<file path="src/rtl/mc_pkg.sv">
// Shared encodings for the multi-cycle MIPS-subset core.
// Opcodes, functs, FSM states and ALU operations.
package mc_pkg;

  localparam logic [5:0] OP_RTYPE = 6'h00;
  localparam logic [5:0] OP_J     = 6'h02;
  localparam logic [5:0] OP_BEQ   = 6'h04;
  localparam logic [5:0] OP_BNE   = 6'h05;
  localparam logic [5:0] OP_ADDI  = 6'h08;
  localparam logic [5:0] OP_LW    = 6'h23;
  localparam logic [5:0] OP_SW    = 6'h2b;
  localparam logic [5:0] OP_HALT  = 6'h3f;

  localparam logic [5:0] FN_SLLV = 6'h04;
  localparam logic [5:0] FN_SRLV = 6'h06;
  localparam logic [5:0] FN_ADD  = 6'h20;
  localparam logic [5:0] FN_SUB  = 6'h22;
  localparam logic [5:0] FN_AND  = 6'h24;
  localparam logic [5:0] FN_OR   = 6'h25;
  localparam logic [5:0] FN_SLT  = 6'h2a;

  typedef enum logic [2:0] {
    S_IF, S_ID, S_EX, S_MEM, S_WB, S_HALT
  } state_t;

  typedef enum logic [2:0] {
    ALU_ADD, ALU_SUB, ALU_AND, ALU_OR,
    ALU_SLT, ALU_SLL, ALU_SRL, ALU_NOP
  } alu_op_t;

endpackage

</file>
<file path="src/rtl/m_regfile_rn.sv">
// 32x32 register file, two async reads, one sync write.
// Register 0 reads as zero and ignores writes.
module m_regfile_rn (
  input  logic        w_clk,
  input  logic        w_rst_n,
  input  logic [4:0]  w_ra1,
  input  logic [4:0]  w_ra2,
  input  logic        w_we,
  input  logic [4:0]  w_wa,
  input  logic [31:0] w_wd,
  output logic [31:0] w_rd1,
  output logic [31:0] w_rd2
);

  logic [31:0] r_mem [32];

  // write port; r0 never takes a write
  always_ff @(posedge w_clk or negedge w_rst_n) begin
    if (!w_rst_n) begin
      for (int i = 0; i < 32; i++) r_mem[i] <= '0;
    end else if (w_we && (w_wa != 5'd0)) begin
      r_mem[w_wa] <= w_wd;
    end
  end

  // read ports with r0 forced to zero
  always_comb begin
    w_rd1 = (w_ra1 == 5'd0) ? 32'd0 : r_mem[w_ra1];
    w_rd2 = (w_ra2 == 5'd0) ? 32'd0 : r_mem[w_ra2];
  end

endmodule

</file>
<file path="src/rtl/m_proc_mc.sv">
// Multi-cycle MIPS-subset core: IF/ID/EX/MEM/WB/HALT.
// Instruction and data memories via req/ack handshakes.
module m_proc_mc #(
  parameter int          IMEM_AW  = 11,
  parameter int          DMEM_AW  = 11,
  parameter logic [31:0] RESET_PC = 32'h0,
  parameter int          LED_REG  = 30
) (
  input  logic               w_clk,
  input  logic               w_rst_n,
  output logic               w_imem_req,
  output logic [IMEM_AW-1:0] w_imem_addr,
  input  logic               w_imem_ack,
  input  logic [31:0]        w_imem_rdata,
  output logic               w_dmem_req,
  output logic               w_dmem_we,
  output logic [DMEM_AW-1:0] w_dmem_addr,
  output logic [31:0]        w_dmem_wdata,
  input  logic               w_dmem_ack,
  input  logic [31:0]        w_dmem_rdata,
  output logic [31:0]        r_led,
  output logic               w_halt
);
  import mc_pkg::*;

  state_t      state_q, state_d;
  logic [31:0] pc_q, ir_q, rs_q, rt_q, imm_q;
  logic [31:0] pc4_q, tpc_q, rslt_q, ld_q;
  logic        take_q;

  alu_op_t     alu_op;
  logic        use_imm, wr_en, is_lw, is_sw;
  logic        is_beq, is_bne, is_j, is_halt, is_mem;
  logic [4:0]  dst;
  logic [31:0] imm_x, alu_b, alu_y, npc, wb_data;
  logic [31:0] rf_rd1, rf_rd2;
  logic        rf_we;

  m_regfile_rn u_rf (
    .w_clk   (w_clk),
    .w_rst_n (w_rst_n),
    .w_ra1   (ir_q[25:21]),
    .w_ra2   (ir_q[20:16]),
    .w_we    (rf_we),
    .w_wa    (dst),
    .w_wd    (wb_data),
    .w_rd1   (rf_rd1),
    .w_rd2   (rf_rd2)
  );

  // instruction decode from the latched IR
  always_comb begin
    alu_op  = ALU_NOP;
    use_imm = 1'b0;
    wr_en   = 1'b0;
    dst     = ir_q[15:11];
    is_lw   = 1'b0;
    is_sw   = 1'b0;
    is_beq  = 1'b0;
    is_bne  = 1'b0;
    is_j    = 1'b0;
    is_halt = 1'b0;
    unique case (1'b1)
      ir_q[31:26] == OP_RTYPE: begin
        wr_en = 1'b1;
        case (ir_q[5:0])
          FN_ADD:  alu_op = ALU_ADD;
          FN_SUB:  alu_op = ALU_SUB;
          FN_AND:  alu_op = ALU_AND;
          FN_OR:   alu_op = ALU_OR;
          FN_SLT:  alu_op = ALU_SLT;
          FN_SLLV: alu_op = ALU_SLL;
          FN_SRLV: alu_op = ALU_SRL;
          default: wr_en  = 1'b0;
        endcase
      end
      ir_q[31:26] == OP_ADDI: begin
        alu_op  = ALU_ADD;
        use_imm = 1'b1;
        wr_en   = 1'b1;
        dst     = ir_q[20:16];
      end
      ir_q[31:26] == OP_LW: begin
        alu_op  = ALU_ADD;
        use_imm = 1'b1;
        wr_en   = 1'b1;
        dst     = ir_q[20:16];
        is_lw   = 1'b1;
      end
      ir_q[31:26] == OP_SW: begin
        alu_op  = ALU_ADD;
        use_imm = 1'b1;
        is_sw   = 1'b1;
      end
      ir_q[31:26] == OP_BEQ:  is_beq  = 1'b1;
      ir_q[31:26] == OP_BNE:  is_bne  = 1'b1;
      ir_q[31:26] == OP_J:    is_j    = 1'b1;
      ir_q[31:26] == OP_HALT: is_halt = 1'b1;
      default: ;
    endcase
  end

  assign is_mem = is_lw | is_sw;
  assign imm_x  = {{16{ir_q[15]}}, ir_q[15:0]};

  // ALU on the operands latched in ID
  always_comb begin
    alu_y = '0;
    alu_b = use_imm ? imm_q : rt_q;
    case (alu_op)
      ALU_ADD: alu_y = rs_q + alu_b;
      ALU_SUB: alu_y = rs_q - alu_b;
      ALU_AND: alu_y = rs_q & alu_b;
      ALU_OR:  alu_y = rs_q | alu_b;
      ALU_SLT: alu_y = {31'd0, $signed(rs_q) < $signed(alu_b)};
      ALU_SLL: alu_y = rt_q << rs_q[4:0];
      ALU_SRL: alu_y = rt_q >> rs_q[4:0];
      default: alu_y = '0;
    endcase
  end

  // next-pc selection and write-back data
  always_comb begin
    npc = pc4_q;
    if (take_q) npc = tpc_q;
    else if (is_j) npc = {pc4_q[31:28], ir_q[25:0], 2'b00};
    wb_data = is_lw ? ld_q : rslt_q;
    rf_we   = (state_q == S_WB) && wr_en;
  end

  // state register
  always_ff @(posedge w_clk or negedge w_rst_n) begin
    if (!w_rst_n) state_q <= S_IF;
    else          state_q <= state_d;
  end

  // next state and handshake outputs; reqs gated by reset
  always_comb begin
    state_d      = state_q;
    w_imem_req   = 1'b0;
    w_dmem_req   = 1'b0;
    w_halt       = 1'b0;
    case (state_q)
      S_IF: begin
        w_imem_req = w_rst_n;
        if (w_imem_ack) state_d = S_ID;
      end
      S_ID: state_d = S_EX;
      S_EX: state_d = S_MEM;
      S_MEM: begin
        w_dmem_req = w_rst_n && is_mem;
        if (!is_mem || w_dmem_ack) state_d = S_WB;
      end
      S_WB:   state_d = is_halt ? S_HALT : S_IF;
      S_HALT: w_halt = 1'b1;
      default: state_d = S_IF;
    endcase
  end

  assign w_imem_addr  = pc_q[IMEM_AW+1:2];
  assign w_dmem_addr  = rslt_q[DMEM_AW+1:2];
  assign w_dmem_we    = is_sw;
  assign w_dmem_wdata = rt_q;

  // datapath registers advanced per state
  always_ff @(posedge w_clk or negedge w_rst_n) begin
    if (!w_rst_n) begin
      pc_q   <= RESET_PC;
      ir_q   <= '0;
      rs_q   <= '0;
      rt_q   <= '0;
      imm_q  <= '0;
      pc4_q  <= '0;
      tpc_q  <= '0;
      rslt_q <= '0;
      ld_q   <= '0;
      take_q <= 1'b0;
      r_led  <= '0;
    end else begin
      case (state_q)
        S_IF: if (w_imem_ack) ir_q <= w_imem_rdata;
        S_ID: begin
          rs_q  <= rf_rd1;
          rt_q  <= rf_rd2;
          imm_q <= imm_x;
          pc4_q <= pc_q + 32'd4;
          tpc_q <= pc_q + 32'd4 + {imm_x[29:0], 2'b00};
        end
        S_EX: begin
          rslt_q <= alu_y;
          take_q <= (is_beq && (rs_q == rt_q)) ||
                    (is_bne && (rs_q != rt_q));
        end
        S_MEM: if (is_lw && w_dmem_ack) ld_q <= w_dmem_rdata;
        S_WB: begin
          if (!is_halt) pc_q <= npc;
          if (rf_we && (dst != 5'd0) && (dst == 5'(LED_REG)))
            r_led <= wb_data;
        end
        default: ;
      endcase
    end
  end

endmodule

</file>
<file path="config.mk">
export PLATFORM = sky130hd
export DESIGN_NAME = m_proc_mc
export DESIGN_NICKNAME = d
export VERILOG_FILES = /design/src/rtl/mc_pkg.sv /design/src/rtl/m_regfile_rn.sv /design/src/rtl/m_proc_mc.sv
export SDC_FILE = /design/constraint.sdc
export NUM_CORES = 2
export LEC_CHECK = 0
export CORE_ASPECT_RATIO = 0.7
export CORE_MARGIN = 10
export CORE_UTILIZATION = 30
export DETAILED_ROUTE_END_ITERATION = 8
export HOLD_SLACK_MARGIN = 0.08
export PLACE_DENSITY_LB_ADDON = 0.1
export RECOVER_POWER = 100
export SLEW_MARGIN = 15
export SYNTH_ARGS = -nofsm -noshare
export SYNTH_HDL_FRONTEND = slang
export SYNTH_SLANG_ARGS = --single-unit
</file>
<file path="constraint.sdc">
create_clock -name w_clk -period 13.8 [get_ports w_clk]
set_clock_uncertainty 0.05 [all_clocks]
set_input_delay 2.07 -clock w_clk [delete_from_list [all_inputs] [get_ports w_clk]]
set_output_delay 2.07 -clock w_clk [all_outputs]
set_load 0.05 [all_outputs]
</file>
==> key figures <==
Clock tree
  – Cts repair resizes: 0
  – Root Driver: clkbuf_16
  – Postcts setup bufs: 0
  – Clk Latency, worst-skew pair: 0.83 ns
  – Clock buffer depth: 4
  – Post-CTS Hold Buffers: 0
  – Reg clk slew, reported paths: 0.08 ns
  – Htree depth: 4
  – Clock sink total: 1269
  – CTS Buf Count: 147
  – CTS tree: built

Synthesis
  – Syn_area_per_cell: 9.91 um2
  – Register bit total from synthesis: 1269
  – Post-synthesis sequential area ratio: 44.2%
  – Warning count from the yosys run: 0
  – Count leader, synth: dfrtp_1
  – Post-synth top area share: 44.2%
  – Syn Nets: 7439
  – Number of synthesized flops with an enable pin: 0
  – Commonest register cell after synthesis: dfrtp_1
  – Synth cell types: 79
  – Cells after Synth: 7245
  – Ys async rst share: 100%
  – Most frequent cells after synthesis: dfrtp_1, a21oi_1, nor2_1
  – Area leader, netlist: dfrtp_1
  – Cell area after synthesis: 71800 um2
  – Top cells by area, synth: dfrtp_1, mux4_2, a21oi_1, mux2i_1, nor2_1

Timing
  – Hold WS: 0.346 ns
  – Worst rel slew slack: -202%
  – Final hold vios: 0
  – RSZ-0062 raised after global routing: no
  – Max frequency: 105 MHz
  – Setup_tns: 0 ns
  – Slew @ Worst Pin: 4.53 ns
  – Final WS setup: 4.24 ns
  – Min cycle time layout: 9.56 ns
  – Slew Viols, Final: 2869
  – Tcrit/Tclk final: 69.3%
  – Setup violations, final: 0

Detailed routing
  – Pre-antenna DRT Iters: 6
  – Routed WL per cell: 30.6 um
  – DR vias/cell: 5.65
  – DRC Markers: 0
  – WL final: 315 mm
  – First DRT Iteration DRCs: 5750
  – Routed Antenna Nets: 0
  – Vias: 58100

Floorplanning
  – Initial core utilization: 30.1%
  – # rows: 150
  – Die width: 605 um
  – Core Area: 238000 um2
  – Die height: 429 um
  – I/O pin count: 158
  – Die footprint: 260000 um2

Worst setup path
  – Worst path top cell family by delay: buffers and inverters
  – Critical path's slowest cell: clkbuf_1
  – Crit-path most repeated cell: clkbuf_1
  – Crit. End Element: flop
  – Startpoint class of the critical path: flop
  – CP Class: reg -> reg
  – WP data arrival: 10.10 ns
  – WP data required: 14.34 ns
  – Buf/Inv on CP: 3
  – Crit Path Max Fanout: 43
  – CP max stage delay: 2.55 ns
  – Crit path cell chain: clkbuf_1 > clkbuf_1 > clkbuf_1 > o221ai_1 > a21oi_1 > nor3_1 > a21oi_1 > o22ai_1

Placed design
  – Hpwl dp: 199 mm
  – Place WS: 7.63 ns
  – Final GP Congestion: 0.959
  – # port buffers: 157

GRT
  – Remaining Overflow, GRT: 0
  – Largest net degree at the start of global routing: 163
  – Antenna violations before repair: 5
  – Gr usage total: 23.6%
  – First-pass GRT wire length: 450 mm
  – Vias in the first global route: 57100

Pwr
  – Max rail drop VDD: 164 uV
  – P_leak: 34.6 nW
  – Pwr Density: 198 nW/um2

Cells and area
  – Proportion of layout cells with a drive suffix above 1: 14.0%
  – Area Growth Syn to Fin: 12.9%
  – Fillcell total: 24300
  – Nets@finish: 7202
  – Layout Utilization: 34.0%

Run
  – Max-Cap Viols: 77

Worst hold path
  – HP Class: reg -> reg

Run status
  – Outcome: finished with violations
  – Failing checks: max-capacitance violations, max-slew violations
[path summary, 6_finish.rpt]
check	start	endpoint	slack [ns]	cells past startpoint
max in group asynchronous	w_rst_n	ld_q[4]	5.05	4
min in group asynchronous	w_rst_n	w_dmem_wdata[1]	2.79	1
max	ir_q[24]	rs_q[20]	4.24	8
min reg2reg	u_rf.r_mem[1010]	u_rf.r_mem[1010]	0.35	0
max reg2reg	ir_q[24]	rs_q[20]	4.24	8
min	u_rf.r_mem[1010]	u_rf.r_mem[1010]	0.35	0
[registers in the layout, indices dropped and copies added (netlist names), 16 cells and up]
signal,flops
u_rf.r_mem,1024
ir_q,32
ld_q,32
r_led,32
rs_q,32
rslt_q,32
w_dmem_wdata,32
imm_q,16
[metrics by stage]
stage	area, um2	instances	total power, mW
2_1_floorplan	71800	7245	8.94
3_3_place_gp	76800	10000	12.0
3_5_place_dp	76800	10000	12.0
4_1_cts	81500	10300	16.0
6_report	81000	10300	16.0
5_1_grt	81000	10300	16.7
[cell type report]
cell class                 instances  area (um2)  area share [%]
timing repair buffer             342        2900            3.58
clock inverter                    19         273           0.337
tap                             3192        3990            4.93
clock buffer                     220        4370            5.39
inverter                         106         398           0.491
multi-input combinational       5142       37300            46.0
antenna                            4        10.0          0.0124
sequential                      1269       31800            39.2
[metal layers]
metal  wire length, um  GRT usage [%]  vias to the layer above  part of all wire (%)
met5                 0              0                        -                     0
met4              9800           6.16                        0                   3.1
met3             21600           4.50                      438                   6.9
met2            133000           34.6                     2020                    42
met1            150000           35.3                    30000                    48
li1                  -              -                    25700                     -
[kinds of logic after synthesis]
kind of cell	Yosys count	synth area share, %
AOI/OAI and AO/OA	2126	17.0
xor gates and xnor gates	65	0.793
adders and majority gates	126	2.23
buffers and inverters	834	4.52
DFF	1269	44.2
muxes	955	20.6
and+or+nand+nor	1870	10.6
[layout by cell type, fill, tap and decap left out, types with 10 or more instances in the layout]
cell type	synthesis	layout
o22ai_1	133	133
clkdlybuf4s50_1	0	64
a22o_1	42	42
mux2i_1	378	346
nand4_1	16	17
mux2_2	177	176
or2_2	11	10
clkbuf_8	0	35
and3_1	15	15
a221oi_1	42	42
nand2_1	636	634
clkbuf_1	591	93
dfrtp_1	1269	1256
a221o_1	10	10
a21o_1	21	21
mux2i_4	0	32
ha_1	123	123
nor3_1	68	67
xor2_1	36	36
nor2b_1	15	13
inv_1	102	102
o21bai_1	12	12
or3_1	14	13
o211ai_1	33	33
xnor2_1	29	29
clkbuf_16	0	150
nor4_1	17	16
a211oi_1	44	44
mux4_2	400	400
nand2b_1	33	32
buf_4	11	117
nor2_1	956	956
o21ai_0	490	503
nand3_1	49	49
a21oi_1	1066	1065
o221ai_1	109	109
a31oi_1	21	20
dlygate4sd3_1	0	92
[where the power goes]
group	switching, mW	internal, mW	leakage, nW
Sequential	0.670	4.02	17.5
Combinational	5.02	2.36	14.8
Clock	1.69	2.29	2.27
Note: power is estimated with default switching activity, not from simulation.
